File: src/rtl/regfile_pkg.sv
// Shared types and helpers for the speculative register file.
package regfile_pkg;

  // Widest address and data any instance may use; write requests are carried at these widths.
  localparam int unsigned MaxAddrBits = 16;
  localparam int unsigned MaxDataBits = 64;

  typedef struct packed {
    logic                   en;
    logic [MaxAddrBits-1:0] addr;
    logic [MaxDataBits-1:0] data;
  } writeReq_t;

  function automatic int unsigned addrBits(input int unsigned regCount);
    return $clog2(regCount);
  endfunction

  // Pending-counter saturation value for a counter of the given width.
  function automatic int unsigned pendingSat(input int unsigned bits);
    return (32'd1 << bits) - 32'd1;
  endfunction

endpackage

File: src/rtl/speculative_register_file_cell.sv
// One register: committed value, optional shadow with spec bit, and pending-write counter.
// Shadow storage is built only when SPECULATIVE_REGFILE_SHADOW_EN is defined.
module speculative_register_file_cell
  import regfile_pkg::*;
#(
  parameter int unsigned DATABITWIDTH = 16,
  parameter int unsigned WRITEPORTS   = 2,
  parameter int unsigned PENDINGBITS  = 2
) (
  input  logic                    clk,
  input  logic                    async_rst_n,
  input  logic                    clk_en,
  input  logic                    Speculating,
  input  logic                    EndSpeculationPulse,
  input  logic                    MispredictedSpeculationPulse,
  input  logic [WRITEPORTS-1:0]   writeHit,
  input  logic [DATABITWIDTH-1:0] writeData,
  input  logic                    reserveHit,
  output logic [DATABITWIDTH-1:0] readValue,
  output logic                    specBit,
  output logic                    pending,
  output logic                    reserveStall
);

  localparam logic [PENDINGBITS-1:0] CountMax = PENDINGBITS'(pendingSat(PENDINGBITS));

  logic [DATABITWIDTH-1:0] committedQ, committedD;
  logic [PENDINGBITS-1:0]  countQ, countD;
  logic                    anyWrite;
  int                      nWrites;
  int                      countNext;

  always_comb begin
    anyWrite = |writeHit;
    nWrites  = 0;
    for (int p = 0; p < int'(WRITEPORTS); p++) begin
      if (writeHit[p]) nWrites++;
    end
    reserveStall = reserveHit && (countQ == CountMax) && !anyWrite;
    countNext = 0;
    countNext[PENDINGBITS-1:0] = countQ;
    if (reserveHit && !reserveStall) countNext++;
    countNext = countNext - nWrites;
    // Writes with nothing outstanding are clamped rather than wrapping.
    if (countNext < 0) countNext = 0;
    countD = countNext[PENDINGBITS-1:0];
  end

  assign pending = (countQ != '0);

`ifdef SPECULATIVE_REGFILE_SHADOW_EN
  logic [DATABITWIDTH-1:0] shadowQ, shadowD;
  logic                    specQ, specD;

  always_comb begin
    committedD = committedQ;
    shadowD    = shadowQ;
    specD      = specQ;
    if (MispredictedSpeculationPulse) begin
      specD = 1'b0;
      if (anyWrite) committedD = writeData;
    end else if (EndSpeculationPulse) begin
      specD = 1'b0;
      if (anyWrite)   committedD = writeData;
      else if (specQ) committedD = shadowQ;
    end else if (anyWrite) begin
      if (Speculating) begin
        shadowD = writeData;
        specD   = 1'b1;
      end else begin
        committedD = writeData;
      end
    end
  end

  always_ff @(posedge clk or negedge async_rst_n) begin
    if (!async_rst_n) begin
      committedQ <= '0;
      shadowQ    <= '0;
      specQ      <= 1'b0;
      countQ     <= '0;
    end else if (clk_en) begin
      committedQ <= committedD;
      shadowQ    <= shadowD;
      specQ      <= specD;
      countQ     <= countD;
    end
  end

  assign readValue = specQ ? shadowQ : committedQ;
  assign specBit   = specQ;
`else
  logic unusedSpecInputs;
  assign unusedSpecInputs = Speculating ^ EndSpeculationPulse ^ MispredictedSpeculationPulse;

  assign committedD = anyWrite ? writeData : committedQ;

  always_ff @(posedge clk or negedge async_rst_n) begin
    if (!async_rst_n) begin
      committedQ <= '0;
      countQ     <= '0;
    end else if (clk_en) begin
      committedQ <= committedD;
      countQ     <= countD;
    end
  end

  assign readValue = committedQ;
  assign specBit   = 1'b0;
`endif

endmodule

File: src/rtl/speculative_register_file.sv
// Multi-port register file with pending-write scoreboard and single-level speculation shadow.
// Shadow/speculation support is enabled by defining SPECULATIVE_REGFILE_SHADOW_EN.
module speculative_register_file
  import regfile_pkg::*;
#(
  parameter int unsigned DATABITWIDTH = 16,
  parameter int unsigned REGCOUNT     = 16,
  parameter int unsigned READPORTS    = 2,
  parameter int unsigned WRITEPORTS   = 2,
  parameter int unsigned PENDINGBITS  = 2,
  localparam int unsigned ADDRBITS    = addrBits(REGCOUNT)
) (
  input  logic                                     clk,
  input  logic                                     async_rst_n,
  input  logic                                     clk_en,
  input  logic                                     Speculating,
  input  logic                                     EndSpeculationPulse,
  input  logic                                     MispredictedSpeculationPulse,
  input  logic [READPORTS-1:0][ADDRBITS-1:0]       ReadAddr,
  output logic [READPORTS-1:0][DATABITWIDTH-1:0]   ReadData,
  output logic [READPORTS-1:0]                     ReadReady,
  input  logic                                     ReserveEn,
  input  logic [ADDRBITS-1:0]                      ReserveAddr,
  output logic                                     ReserveStall,
  input  logic [WRITEPORTS-1:0]                    WriteEn,
  input  logic [WRITEPORTS-1:0][ADDRBITS-1:0]      WriteAddr,
  input  logic [WRITEPORTS-1:0][DATABITWIDTH-1:0]  WriteData,
  output logic [REGCOUNT-1:0]                      SpeculativeVector,
  output logic [REGCOUNT-1:0]                      PendingVector
);

  writeReq_t                                writeReq [WRITEPORTS];
  logic                                     unusedReq;
  logic [REGCOUNT-1:1][WRITEPORTS-1:0]      writeHit;
  logic [REGCOUNT-1:1][DATABITWIDTH-1:0]    selData;
  logic [REGCOUNT-1:1]                      reserveHit;
  logic [REGCOUNT-1:0]                      stallVec;
  logic [DATABITWIDTH-1:0]                  regValue [REGCOUNT];

  always_comb begin
    unusedReq = 1'b0;
    for (int p = 0; p < int'(WRITEPORTS); p++) begin
      writeReq[p]                     = '0;
      writeReq[p].en                  = WriteEn[p];
      writeReq[p].addr[ADDRBITS-1:0]  = WriteAddr[p];
      writeReq[p].data[DATABITWIDTH-1:0] = WriteData[p];
      unusedReq = unusedReq ^ (^writeReq[p]);
    end
  end

  // Decode per register; the loop order makes the highest-indexed port win the data.
  always_comb begin
    for (int r = 1; r < int'(REGCOUNT); r++) begin
      selData[r]    = '0;
      reserveHit[r] = ReserveEn && (ReserveAddr == ADDRBITS'(r));
      for (int p = 0; p < int'(WRITEPORTS); p++) begin
        writeHit[r][p] = writeReq[p].en && (writeReq[p].addr == MaxAddrBits'(r));
        if (writeHit[r][p]) selData[r] = writeReq[p].data[DATABITWIDTH-1:0];
      end
    end
  end

  for (genvar r = 0; r < int'(REGCOUNT); r++) begin : gReg
    if (r == 0) begin : gZero
      assign regValue[r]          = '0;
      assign SpeculativeVector[r] = 1'b0;
      assign PendingVector[r]     = 1'b0;
      assign stallVec[r]          = 1'b0;
    end else begin : gCell
      speculative_register_file_cell #(
        .DATABITWIDTH (DATABITWIDTH),
        .WRITEPORTS   (WRITEPORTS),
        .PENDINGBITS  (PENDINGBITS)
      ) uCell (
        .clk                          (clk),
        .async_rst_n                  (async_rst_n),
        .clk_en                       (clk_en),
        .Speculating                  (Speculating),
        .EndSpeculationPulse          (EndSpeculationPulse),
        .MispredictedSpeculationPulse (MispredictedSpeculationPulse),
        .writeHit                     (writeHit[r]),
        .writeData                    (selData[r]),
        .reserveHit                   (reserveHit[r]),
        .readValue                    (regValue[r]),
        .specBit                      (SpeculativeVector[r]),
        .pending                      (PendingVector[r]),
        .reserveStall                 (stallVec[r])
      );
    end
  end

  assign ReserveStall = |stallVec;

  always_comb begin
    for (int i = 0; i < int'(READPORTS); i++) begin
      ReadData[i]  = regValue[ReadAddr[i]];
      ReadReady[i] = ~PendingVector[ReadAddr[i]];
    end
  end

endmodule

File: config.mk
export PLATFORM = sky130hd
export DESIGN_NAME = speculative_register_file
export DESIGN_NICKNAME = d
export VERILOG_FILES = /design/src/rtl/regfile_pkg.sv /design/src/rtl/speculative_register_file_cell.sv /design/src/rtl/speculative_register_file.sv
export SDC_FILE = /design/constraint.sdc
export NUM_CORES = 1
export LEC_CHECK = 0
export CORE_AREA = 4 4 259 261
export DETAILED_ROUTE_END_ITERATION = 8
export DIE_AREA = 0 0 263 265
export HOLD_SLACK_MARGIN = 0.12
export PLACE_DENSITY = 0.46
export SLEW_MARGIN = 20
export SYNTH_ARGS = -nofsm -noshare
export SYNTH_HDL_FRONTEND = slang
export SYNTH_SLANG_ARGS = --single-unit
File: constraint.sdc
create_clock -name clk -period 4.3 [get_ports clk]
set_input_delay 1.29 -clock clk [delete_from_list [all_inputs] [get_ports clk]]
set_output_delay 1.29 -clock clk [all_outputs]
set_load 0.01 [all_outputs]
Word level (Yosys, flattened, before mapping). Cells that the tools add are included.

Add/subtract/negate cells: 45. Magnitude comparators: 19. Bitwise gates (word level): 4. Mux-type cells: 100. Reductions and logical operators: 166. Equal/unequal tests: 60.

Operator list (count): $mux W32 (30); $mux W16 (34); $lt A32 B1 Y1 const B (15); $sub A32 B32 Y32 (15); $bmux W16 S4 (2); $eq A4 B4 Y1 const B (24); $logic_and A1 B1 Y1 (90); $eq A4 B3 Y1 const B (12); $add A2 B1 Y3 const B (15); $add A1 B1 Y2 const B (15); $eq A2 B2 Y1 const B (15); $logic_not A1 Y1 (30); $mux W2 (15); $reduce_and A2 Y1 (15); $reduce_bool A2 Y1 (15); $reduce_or A2 Y1 (15); $eq A4 B2 Y1 const B (6); $mux W1 (17); $reduce_or A15 Y1 (1); $eq A4 B1 Y1 const B (3); $ge A5 B5 Y1 const B (2); $lt A4 B5 Y1 const B (2); $not A4 Y5 (2); $bmux W1 S4 (2); $not A1 Y1 (2).

Word-level logic and storage cells: 424. Input bits: 61. Output and inout bits: 67. Bits in registers: 270.

Longest topological paths before layout. Gate-level depths: netlist of run 1.

Word-level depth: 11. Mapped depth: 14. Mapped depth without buffers: 11.

Modules after synthesis. A second synthesis of run 1 with hierarchy kept.

Cell total of the unflattened synthesis: 1755. Area total of the unflattened synthesis: 20868.8 um^2.

Modules (own cells, without submodules): speculative_register_file_cell (cells each 65, sequential area each 450.4 um^2, area each 902.1 um^2, instances 15); speculative_register_file (cells each 780, sequential area each 0.0 um^2, area each 7337.0 um^2, instances 1).

Worst setup path after synthesis of run 1. Ideal clock, no wire load.

Kind: input to output. Start point: input port WriteAddr[4] in the netlist's numbering. End point: output port ReserveStall. Slack: -99 ps. Path buffers: 3. Stages on the path: 11. Arrival time: 3109 ps. Cells stage by stage: buf_2 > nor2b_2 > and2_1 > buf_4 > buf_4 > inv_2 > ha_1 > nand3b_1 > a21boi_0 > nor4b_1 > o211ai_1.

Word-level cells in the longest chain between the ends: 6.

RTL lines: start: declaration (RTL line speculative_register_file.sv:26) `input logic [WRITEPORTS-1:0][ADDRBITS-1:0] WriteAddr,`; $eq A4 B1 Y1, or another cell as far along (RTL line speculative_register_file.sv:57) `writeHit[r][p] = writeReq[p].en && (writeReq[p].addr == MaxAddrBits'(r));`; $logic_and A1 B1 Y1 (RTL line speculative_register_file.sv:57); $reduce_or A2 Y1 (RTL line speculative_register_file_cell.sv:34) `anyWrite = |writeHit;`; $logic_not A1 Y1 (RTL line speculative_register_file_cell.sv:39) `reserveStall = reserveHit && (countQ == CountMax) && !anyWrite;`; $logic_and A1 B1 Y1 (RTL line speculative_register_file_cell.sv:39); $reduce_or A15 Y1 (*) (RTL line speculative_register_file.sv:92) `assign ReserveStall = |stallVec;`; end: declaration (RTL line speculative_register_file.sv:24) `output logic ReserveStall,`.

Mark *: on every way between the ends. The rest lies on a longest branch, timed or not.

Worst setup path in the final report of run 1.
Start point: input port WriteAddr[2] in the netlist's numbering. End point: output port ReserveStall.

Same word-level chain as after synthesis.

==> flow_summary.yaml, run 1 <==
detailed_routing:
  routed_via_density: 5.77
  ant_nets: 0
  post-route-drc-count: 0
  wirelength_um: 87500
  drt_iter0_drc: 1689
  drt_first_pass_iters: 6
  dr_total_vias: 18015
  routedWlPerCell_um: 28.0
setup_path:
  crit_top_cell: "buf_6"
  regToRegEndpoint: "gReg[13].gCell.uCell.countQ[0]"
  cp-start-kind: "input pin"
  cp_num_cells: 13
  cp_num_buf_inv: 6
  r2r_setup_slack_ns: 2.08
  crit_path_max_incr_delay_ns: 0.24
  cp-end-kind: "output port"
  critPathCapture: "ReserveStall"
  required_ns: 3.01
  crit_start: "WriteAddr[2]"
  cp_max_fo: 4
  slowest_stage: "dlygate4sd2_1"
  timing.rr.start: "gReg[13].gCell.uCell.countQ[1]"
  worstSetupPathType: "input pin to output port"
  path_cells: "dlygate4sd2_1 -> buf_4 -> nand3b_1 -> buf_6 -> buf_6 -> nor2_4 -> inv_1 -> ha_2 -> nand2_2 -> o21ai_1 -> a21oi_1 -> o211ai_1 -> buf_2"
  r2r_cells: 9
  critPathTopFamily: "buffers and inverters"
  worstPathArrival_ns: 3.03
clock_network:
  cts_buffer_depth: 3
  tritoncts: "done"
  cts_buffers: 36
  clk_root_buffer_cell: "clkbuf_16"
  cts.sinks: 270
  htree_levels: 2
  clkLatencyLatePin_ns: 0.56
  clk_pin_slew_ns: 0.06
timing:
  drv_slew: 0
  fin_worst_skew_ns: 0.00742
  rsz0062_at_grt: "true"
  worst_pin_slew_ns: 1.16
  final_hold_viol_count: 0
  period_share: 1.01
  fin_crit_ns: 4.32
  setup_violations: 1
  max-slew-margin-rel: 0.226
  setup_tns_ns: -0.0229
  fmax_mhz: 231
  fin_hold_ws_ns: 0.542
  setup_ws_ns: -0.0229
synth:
  syn-cell-area_sq_mm: 0.0193
  synth_compound_area_frac: 0.228
  synth_simple_gate_area_frac: 0.109
  yosysSeqAreaShare: 0.351
  synth.avg_cell_area_sq_um: 9.54
  synth_ff_type: "dfrtp_1"
  synth_top_family_by_area: "compound AO/OA/AOI/OAI gates"
  synth_xor_area_frac: 0.00682
  synth-edff-count: 0
  yosysWarningCount: 0
  synth_cells: 2019
  synth_seq_cells: 270
  ys_types: 48
  synth_mux_area_frac: 0.166
  synthArstFlopShare: 1.00
  synthAdderAreaFrac: 0.0584
cells_and_area:
  finalNetCount: 2387
  fillCellCount: 6396
  fin_util: 0.378
  area_delta_synth_final_pct: 26.4
  drive_gt1_frac: 0.292
floorplanning:
  rows: 93
  core_area_sq_mm: 0.0645
  dieArea_sq_mm: 0.0697
  die_width_um: 263
  initial_utilization: 0.299
  ioPinCount: 128
  die_h_um: 265
global_routing:
  grt_pass1_vias: 18206
  grt.overflow.total: 0
  track_usage: 0.243
  grt_max_degree: 82
  grt_pass1_wl_um: 127000
  antenna_found_initial: 11
status:
  outcome: "complete, but fails checks"
  violations: "negative setup slack"
power_and_ir_drop:
  power_density_mw_per_mm2: 413
  leakage_nw: 9.87
  vdd_drop_max_v: 0.000253
place:
  dpl.hpwl_um: 56200
  place.gp.congestion: 0.871
  numPortBuffers: 107
job:
  drv_cap: 0
hold_path:
  hold_path_class: "flop to flop"
power by group:
group          internal [W]  switching [W]
Combinational       0.00170        0.00169
Sequential          0.00322       0.000528
Clock               0.00164        0.00128
layer usage:
| metal | global-route usage | part of all wire |
|---|---|---|
| met4 | 0.100 | 0.042 |
| met5 | 0 | 0.000091 |
| met3 | 0.0422 | 0.078 |
| met2 | 0.396 | 0.47 |
| met1 | 0.321 | 0.41 |
per-stage QoR:
| stage | cell area, sq um | total power (W) | setup slack [ns] | cells |
|---|---|---|---|---|
| floorplan | 19300 | 0.00575 | 0.0241 | 2035 |
| global placement | 22600 | 0.00700 | -0.849 | 3019 |
| detailed placement | 22600 | 0.00710 | -0.830 | 3019 |
| CTS | 24100 | 0.0101 | -0.200 | 3108 |
| global route | 24400 | 0.0106 | -0.151 | 3121 |
| finish | 24400 | 0.0101 | -0.0229 | 3121 |
timing repair:
item                                    in CTS  in global routing
hold buffers                                 0                  0
gates resized for setup                    157                 59
endpoints found under the setup margin      35                 21
pin swaps                                   20                 12
gates cloned                                 1                  1
setup buffers                               28                  4
cells in the final DEF, fill, tap and decap left out, drive strengths merged, types with 28 or more instances in the layout:
cell type,instances
nand2b,45
nand2,28
buf,303
ha,90
nor2,289
mux4,94
a21oi,272
nand3,45
mux2,84
clkdlybuf4s50,53
dfrtp,270
inv,117
a22oi,242
clkbuf,55
sequential cells by signal (all words and copies together), names as in the netlist:
signal and count:
gReg.gCell.uCell.countQ 30, gReg.gCell.uCell.readValue 240
worst min-delay path by stage:
stage                                          to                          startpoint  slack [ns]  cells after the start
6_report       gReg[15].gCell.uCell.readValue[11]  gReg[15].gCell.uCell.readValue[11]        0.54                      2
5_1_grt            gReg[15].gCell.uCell.countQ[0]      gReg[15].gCell.uCell.countQ[0]        0.56                      1
4_1_cts        gReg[15].gCell.uCell.readValue[11]  gReg[15].gCell.uCell.readValue[11]        0.55                      2
3_5_place_dp   gReg[15].gCell.uCell.readValue[11]  gReg[15].gCell.uCell.readValue[11]        0.53                      2
3_3_place_gp    gReg[15].gCell.uCell.readValue[9]   gReg[15].gCell.uCell.readValue[9]        0.52                      2
2_1_floorplan    gReg[3].gCell.uCell.readValue[0]    gReg[3].gCell.uCell.readValue[0]        0.51                      2
cell usage after synthesis, drive strengths merged, types with 25 or more instances:
cell	count	area share
nor2	289	0.057
a21oi	272	0.071
dfrtp	270	0.35
a22oi	242	0.094
clkbuf	125	0.024
inv	115	0.022
buf	104	0.035
mux4	94	0.11
ha	90	0.058
mux2	84	0.049
nand2b	45	0.015
nand3	45	0.012
nand2	28	0.0055
o22ai	25	0.0081
cell type report:
| cell class | instances | area (sq um) | area share |
|---|---|---|---|
| multi-input combinational | 1421 | 11400 | 0.467 |
| sequential | 270 | 6760 | 0.277 |
| timing repair buffer | 392 | 3620 | 0.149 |
| tap | 855 | 1070 | 0.0439 |
| clock buffer | 48 | 996 | 0.0409 |
| inverter | 115 | 432 | 0.0177 |
| clock inverter | 12 | 97.6 | 0.00401 |
| antenna | 8 | 20.0 | 0.000822 |
worst register-to-register path, cell delays in order (launching register included):
cell and delay [ns]:
dfrtp_1 0.38, ha_1 0.20, nand2_1 0.10, buf_4 0.14, nand3_1 0.12, mux2_2 0.35
ha_1 0.20, a41oi_1 0.26, a21oi_1 0.10, mux2_2 0.27
cell families after synthesis:
logic type,count (synthesis)
other cells,1
fa+ha+maj,90
mux,192
compound gates,651
simple gates,456
xor+xnor,15
flops,270
buf+inv,344
Note: power is estimated with default switching activity, not from simulation.
==> run 2, diff against run 1 <==
Settings changed: GPL_ROUTABILITY_DRIVEN set to 0.
==> results of run 2 <==
Final layout, timing and power as in run 1 (identical DEF).
